===== src/rtl/egress_pkg.sv =====
// Shared types and constants for the egress frame reader.
// Holds the FSM encoding, pointer field layout and the padded-length helper.
package egress_pkg;

    typedef enum logic [2:0] {
        ST_IDLE    = 3'd0,
        ST_PTR_RD  = 3'd1,
        ST_PTR_LAT = 3'd2,
        ST_XMIT    = 3'd3,
        ST_GAP     = 3'd4
    } state_t;

    localparam int PTR_LEN_MSB = 11;
    localparam int PAD_ALIGN   = 64;
    localparam int LEN_W       = 13;

    typedef logic [LEN_W-1:0] len_t;

    // Round a 12-bit length up to the next PAD_ALIGN boundary (4095 -> 4096).
    function automatic len_t pad_len(input logic [PTR_LEN_MSB:0] len);
        len_t sum;
        sum = len_t'(len) + len_t'(PAD_ALIGN - 1);
        return sum & ~len_t'(PAD_ALIGN - 1);
    endfunction

endpackage


===== src/rtl/egress_frame_reader.sv =====
// Egress frame reader: pops a length pointer, drains the padded frame from the data
// FIFO and streams the real bytes out. Optional frame counter: EGRESS_FRAME_CNT_EN.
module egress_frame_reader
    import egress_pkg::*;
#(
    parameter int IFG = 12
) (
    input  logic        clk,
    input  logic        rstn,
    input  logic        ptr_fifo_empty,
    output logic        ptr_fifo_rd,
    input  logic [15:0] ptr_fifo_dout,
    output logic        data_fifo_rd,
    input  logic [7:0]  data_fifo_dout,
    output logic        tx_sof,
    output logic        tx_dv,
    output logic [7:0]  tx_data,
    output logic        busy,
    output logic        len_err
`ifdef EGRESS_FRAME_CNT_EN
    ,
    output logic [15:0] frame_cnt
`endif
);

    localparam int GAP_W = (IFG > 1) ? $clog2(IFG) : 1;
    localparam logic [GAP_W-1:0] GAP_LAST = GAP_W'((IFG > 0) ? IFG - 1 : 0);

    state_t            state, state_nxt;
    len_t              len_q;
    len_t              len_pad_q;
    len_t              byte_cnt;
    logic [GAP_W-1:0]  gap_cnt;
    logic              arm;
    logic              tx_dv_q;
    logic              tx_sof_q;

    logic [PTR_LEN_MSB:0] ptr_len;
    logic                 len_zero;
    logic                 xmit_last;
    logic                 unused_hdr;

    assign ptr_len    = ptr_fifo_dout[PTR_LEN_MSB:0];
    assign len_zero   = (ptr_len == '0);
    assign xmit_last  = (byte_cnt == len_pad_q - len_t'(1));
    assign unused_hdr = ^ptr_fifo_dout[15:PTR_LEN_MSB+1];

    // arm delays the first pointer pop by one edge after reset release.
    always_ff @(posedge clk or negedge rstn) begin
        if (!rstn) begin
            state <= ST_IDLE;
            arm   <= 1'b0;
        end else begin
            state <= state_nxt;
            arm   <= 1'b1;
        end
    end

    always_comb begin
        state_nxt = state;
        case (state)
            ST_IDLE:    if (arm && !ptr_fifo_empty) state_nxt = ST_PTR_RD;
            ST_PTR_RD:  state_nxt = ST_PTR_LAT;
            ST_PTR_LAT: state_nxt = len_zero ? ST_IDLE : ST_XMIT;
            ST_XMIT:    if (xmit_last) state_nxt = ST_GAP;
            ST_GAP:     if (gap_cnt == GAP_LAST) state_nxt = ST_IDLE;
            default:    state_nxt = ST_IDLE;
        endcase
    end

    always_ff @(posedge clk or negedge rstn) begin
        if (!rstn) begin
            len_q     <= '0;
            len_pad_q <= '0;
        end else if (state == ST_PTR_LAT) begin
            len_q     <= len_t'(ptr_len);
            len_pad_q <= pad_len(ptr_len);
        end
    end

    always_ff @(posedge clk or negedge rstn) begin
        if (!rstn) begin
            byte_cnt <= '0;
            gap_cnt  <= '0;
        end else begin
            byte_cnt <= (state == ST_XMIT) ? byte_cnt + len_t'(1) : '0;
            gap_cnt  <= (state == ST_GAP) ? gap_cnt + GAP_W'(1) : '0;
        end
    end

    // Read n is issued in XMIT with byte_cnt==n; its byte appears on the FIFO
    // output one cycle later, which is exactly when these flags are visible.
    always_ff @(posedge clk or negedge rstn) begin
        if (!rstn) begin
            tx_dv_q  <= 1'b0;
            tx_sof_q <= 1'b0;
        end else begin
            tx_dv_q  <= (state == ST_XMIT) && (byte_cnt < len_q);
            tx_sof_q <= (state == ST_XMIT) && (byte_cnt == '0);
        end
    end

`ifdef EGRESS_FRAME_CNT_EN
    always_ff @(posedge clk or negedge rstn) begin
        if (!rstn)
            frame_cnt <= '0;
        else if (state == ST_XMIT && xmit_last)
            frame_cnt <= frame_cnt + 16'd1;
    end
`endif

    assign ptr_fifo_rd  = (state == ST_PTR_RD);
    assign data_fifo_rd = (state == ST_XMIT);
    assign busy         = (state != ST_IDLE);
    assign len_err      = (state == ST_PTR_LAT) && len_zero;
    assign tx_dv        = tx_dv_q;
    assign tx_sof       = tx_sof_q;
    // The data FIFO output is already a register; gating it keeps the one-cycle
    // read-to-tx latency and forces tx_data to 0 whenever tx_dv is low.
    assign tx_data      = tx_dv_q ? data_fifo_dout : 8'h00;

endmodule


===== config.mk =====
export PLATFORM = sky130hd
export DESIGN_NAME = egress_frame_reader
export DESIGN_NICKNAME = d
export VERILOG_FILES = /design/src/rtl/egress_pkg.sv /design/src/rtl/egress_frame_reader.sv
export SDC_FILE = /design/constraint.sdc
export NUM_CORES = 1
export LEC_CHECK = 0
export CORE_ASPECT_RATIO = 1.4
export CORE_MARGIN = 2
export CORE_UTILIZATION = 40
export CTS_CLUSTER_DIAMETER = 150
export DETAILED_ROUTE_END_ITERATION = 16
export GPL_ROUTABILITY_DRIVEN = 0
export PLACE_DENSITY = 0.67
export SYNTH_ARGS = -nofsm -noshare
export SYNTH_HDL_FRONTEND = slang
export SYNTH_SLANG_ARGS = --single-unit

===== constraint.sdc =====
create_clock -name clk -period 2.1 [get_ports clk]
set_clock_uncertainty 0.2 [all_clocks]
set_input_delay 0.21 -clock clk [delete_from_list [all_inputs] [get_ports clk]]
set_output_delay 0.21 -clock clk [all_outputs]
set_load 0.02 [all_outputs]

Word-level counts from Yosys, hierarchy flattened. Index checks and enable logic that the tools add are counted. W data, S select, Z words.

Divide/modulo/power cells: 0. Reduce and logical (&&, ||, !) cells: 10. Shift operators: 0. $add $sub $neg: 4. Eq/ne operators: 9. Bitwise operators: 0. Magnitude comparators: 1. Muxes and demuxes: 8. Multipliers: 0.

Operator list (count): $pmux W3 S5 (1); $add A12 B6 Y13 const B (1); $add A13 B1 Y13 const B (1); $eq A13 B13 Y1 (1); $logic_not A13 Y1 (1); $lt A13 B12 Y1 (1); $mux W13 (1); $sub A13 B1 Y13 const B (1); $logic_not A12 Y1 (1); $mux W3 (3); $mux W8 (1); $eq A3 B2 Y1 const B (2); $add A4 B1 Y4 const B (1); $eq A4 B4 Y1 const B (1); $logic_and A1 B1 Y1 (4); $mux W4 (1); $ne A2 B2 Y1 const B (2); $eq A3 B1 Y1 const B (1); $eq A3 B3 Y1 const B (1); $logic_not A3 Y1 (1); $reduce_and A3 Y1 (1); $reduce_bool A3 Y1 (1); $mux W2 (1); $ne A2 B1 Y1 const B (1); $logic_not A1 Y1 (1).

Bits in writable memories: 0. ROM bits: 0. Output and inout bits: 14. Bits in latches: 0. Memories kept: 0. Word-level logic and storage cells: 40. Input bits: 27. Register bits after elaboration: 42.

Depth between registers and ports, before layout.
Word-level depth: 4. Gate-level depth with buffers: 8.

Worst setup path after synthesis. No wires, ideal clock.

Path type: reg2reg. Start point: reg len_pad_q[6]. End point: reg state[1]. Data arrival time: 1583 ps. Path slack: 198 ps. Cell stages (with the launch flop): 8. Path buffers: 0. Period minus slack after synthesis: 1902 ps. Cell sequence: dfrtp_1 > inv_1 > ha_1 > or3_1 > a31oi_1 > o311ai_2 > o21ai_1 > nand2_1.

Word-level cells in the longest chain between the ends: 4.

Ends and longest elaborated chain: from (decl) (RTL line egress_frame_reader.sv:31) `len_t len_pad_q;`; from (signal assigned) (RTL line egress_frame_reader.sv:77) `len_pad_q <= pad_len(ptr_len);`; $sub A13 B1 Y13 (RTL line egress_frame_reader.sv:45) `assign xmit_last = (byte_cnt == len_pad_q - len_t'(1));`; $eq A13 B13 Y1 (RTL line egress_frame_reader.sv:45); $ne A2 B1 Y1 (no line); $reduce_and A3 Y1 (no line); to (signal assigned) (RTL line egress_frame_reader.sv:54) `state <= state_nxt;`; to (decl) (RTL line egress_frame_reader.sv:29) `state_t state, state_nxt;`.

No other way between the ends. A chain may end at the register's enable or synchronous reset.

Worst setup path in the final report.
Start point: in ptr_fifo_dout[11]. End point: out len_err.

Word-level cells in the longest chain between the ends: 2.

Ends and longest elaborated chain: from (decl) (RTL line egress_frame_reader.sv:12) `input logic [15:0] ptr_fifo_dout,`; $logic_not A12 Y1 (RTL line egress_frame_reader.sv:44) `assign len_zero = (ptr_len == '0);`; $logic_and A1 B1 Y1 (RTL line egress_frame_reader.sv:115) `assign len_err = (state == ST_PTR_LAT) && len_zero;`; to (decl) (RTL line egress_frame_reader.sv:19) `output logic len_err`.

No other way between the ends.

==> results.txt <==
status -> finished clean
hold slack final -> 0.0650 ns
final worst setup slack -> 0.0360 ns
Clk pin slew, worst setup/hold paths -> 0.08 ns
layout cells sized above 1 -> 0.155
WP data required -> 1.69 ns
fmax -> 484 MHz
area delta synth->final -> 30.5%
DP Worst Slack -> -0.642 ns
asr flop ratio synth -> 1.00
reg2reg path depth -> 7
detail-routed via count per cell -> 5.08
final WL -> 5320 um
placed insts -> 384
synth unique cells -> 45
Post-synth EDFFs -> 0
WS Path Type -> input port to output pin
GRT Util Overall -> 0.168
CTS Root Cell -> clkbuf_8
I/O Pins -> 41
Hold Path End -> len_q[9]$_DFFE_PN0N_
most common cell after layout, fill and taps aside -> dfrtp_1
busiest metal layer after global routing -> met2
Finished Cell Area -> 0.00317 mm2
Sequential Area -> 0.00105 mm2
Pwr Total -> 3.43 mW
largest net degree at the start of global routing -> 43
Finished Core Util -> 0.540
Hold Crit Start -> ptr_fifo_dout[9]
relative slew slack -> 0.650
Detail Placement HPWL -> 4000 um
Congestion Overflow GR -> 0
min Tclk post-route -> 2.06 ns
iteration count of the initial detailed-routing pass -> 4
CTS Buf Count -> 5
number of synthesized register bits -> 42
Worst R2R Start -> len_pad_q[6]$_DFFE_PN0N_
n_diodes -> 0
Worst VDD drop -> 0.767 mV
Tightest Hold Check Type -> input port to flop
die area -> 0.00672 mm2
LEAKAGE -> 1.48 nW
met1 Track Usage GR -> 0.183
worst path bufs/invs -> 2
core area -> 0.00586 mm2
setup TNS -> 0 ns
global routing met2 resource utilization -> 0.323
crit start category -> input port
DIE WIDTH -> 69.8 um
vias in the first global route -> 1960
synth top area cells -> dfrtp_1 (43%), ha_1 (7.7%), xor2_1 (5.1%), nand2_1 (4.9%), nor2_1 (4.2%)
crit path cell chain -> clkdlybuf4s15_1 > or4_1 > or4_4 > nor2_4 > buf_6
Mapped Cells -> 263
DRC -> 0
fillers -> 557
CP peak stage delay -> 0.55 ns
Worst Max-Slew Pin Slew -> 0.525 ns
setup repair bufs after CTS -> 0
Ys Warns -> 0
CTS sink cnt -> 42
crit-path max FO -> 2
Rows -> 33
Fin. Hold Viols -> 0
worst hold path cell count -> 4
H-Tree Depth -> 2
CP max-delay cell -> or4_4
fin. max-slew vios -> 0
Arr. time, crit path -> 1.65 ns
via count -> 1996
leading cell types in the layout, fill and taps excluded -> dfrtp_1 (42), nand2_1 (32), nor2_1 (26), clkdlybuf4s50_1 (23), buf_4 (22)
initial core utilization -> 0.414
post-route non-filler standard cell count -> 393
main flop type after synthesis -> dfrtp_1
fin nets -> 364
syn nets -> 305
# setup viols final -> 0
syn avg cell area -> 9.23 um2
synthesized cell area -> 0.00243 mm2
RR Endpoint -> state[1]$_DFFE_PN0P_
max cap viols -> 0
first-pass GRT wire length -> 8930 um
Die H -> 96.2 um
Yosys top cell by area -> dfrtp_1
initial drt markers -> 56
CP top delay family -> simple AND/OR/NAND/NOR gates
register area share after synthesis -> 0.433
Clk Latency, worst-skew pair -> 0.30 ns
pwr dens -> 1080 mW/mm2
clock tree from TritonCTS -> yes
initial antenna violation count -> 0
wire per inst -> 13.5 um
dpl cell area -> 0.00300 mm2
M3 GR Usage -> 0.0293
Worst setup EP type -> output pin
Antenna Violating Nets Remaining -> 0
clock buffer depth -> 2
final worst-path cycle share -> 0.983
# port buffers -> 36
RSZ-0062 raised after global routing -> yes
combined area of the multi-input logic cells -> 0.00134 mm2
Synth top area share -> 0.433
R2R Setup Slk -> 0.10 ns
-- how the worst max path moves through the flow --
stage / start / endpoint / slack [ns] / cells after the start
detailed placement: ptr_fifo_dout[0] / len_err / -0.64 / 6
CTS: ptr_fifo_dout[8] / len_err / 0.0001 / 5
global route: byte_cnt[12]$_DFF_PN0_ / state[1]$_DFFE_PN0P_ / -0.06 / 5
finish: ptr_fifo_dout[11] / len_err / 0.04 / 5
global placement: ptr_fifo_dout[10] / len_err / -0.59 / 5
floorplan: len_pad_q[6]$_DFFE_PN0N_ / state[1]$_DFFE_PN0P_ / 0.20 / 7
-- synth_stat cells, drive strengths merged (2+ instances only) --
cell type and number:
xor2 14, a21oi 3, nor4b 2, or4 2, a21o 3, and2 11
nand2 33, and3b 2, inv 19, nor2b 3, o21ai 22, or3 4
clkbuf 4, dfrtp 42, a2111oi 2, nor2 27, nand3 8, nor4 3
xnor2 10, nand4 3, nor3 3, ha 15, nand4b 3, and3 6
a31oi 3, buf 3, o31ai 2
-- where the power goes --
part           switching (mW)  leakage, nW  internal (mW)
Clock                   0.269       0.0575          0.332
Sequential              0.168        0.543           1.04
Combinational           0.914        0.876          0.701
Total                    1.35         1.48           2.07
-- flip-flops by register name, indices dropped and copies added (netlist names) --
register / flops
byte_cnt: 13
arm: 1
tx_dv: 1
tx_sof: 1
len_q: 12
len_pad_q: 7
gap_cnt: 4
state: 3
-- cells by family (layout without fill, tap and decap cells) --
family,after synthesis,count (layout),share of synthesized area
and+or+nand+nor,115,115,0.249
adders and majority gates,15,15,0.0773
AOI/OAI and AO/OA,39,39,0.103
buffers and inverters,26,86,0.0454
muxes,1,1,0.00412
xor gates and xnor gates,24,24,0.0866
other,1,1,0.00154
DFF,42,42,0.433
-- what timing repair did --
item                                   4_1_cts  5_1_grt
gates resized for setup                     20       15
hold buffers                                 1        0
setup endpoints to repair                    4        6
endpoints found under the hold margin       42        0
pin swaps                                    5        5
-- area by class of cell --
cell class	count	share of cell area
Clock buffer	8	0.0348
Inverter	19	0.0225
Multi-Input combinational cell	195	0.421
Sequential cell	42	0.332
Tap cell	70	0.0276
Timing Repair Buffer	59	0.162
-- layer usage --
| layer | up-vias | routed length, um |
|---|---|---|
| li1 | 1003 | - |
| met1 | 964 | 2110 |
| met2 | 23 | 3010 |
| met3 | 6 | 125 |
| met4 | 0 | 82 |
| met5 | - | 0 |
-- tightest hold or removal path, cell delays in order --
cell      delay [ns]
clkbuf_2        0.09
buf_4           0.12
nand2_1         0.04
o21ai_0         0.06
No activity file was read; power rests on OpenSTA's default activity.
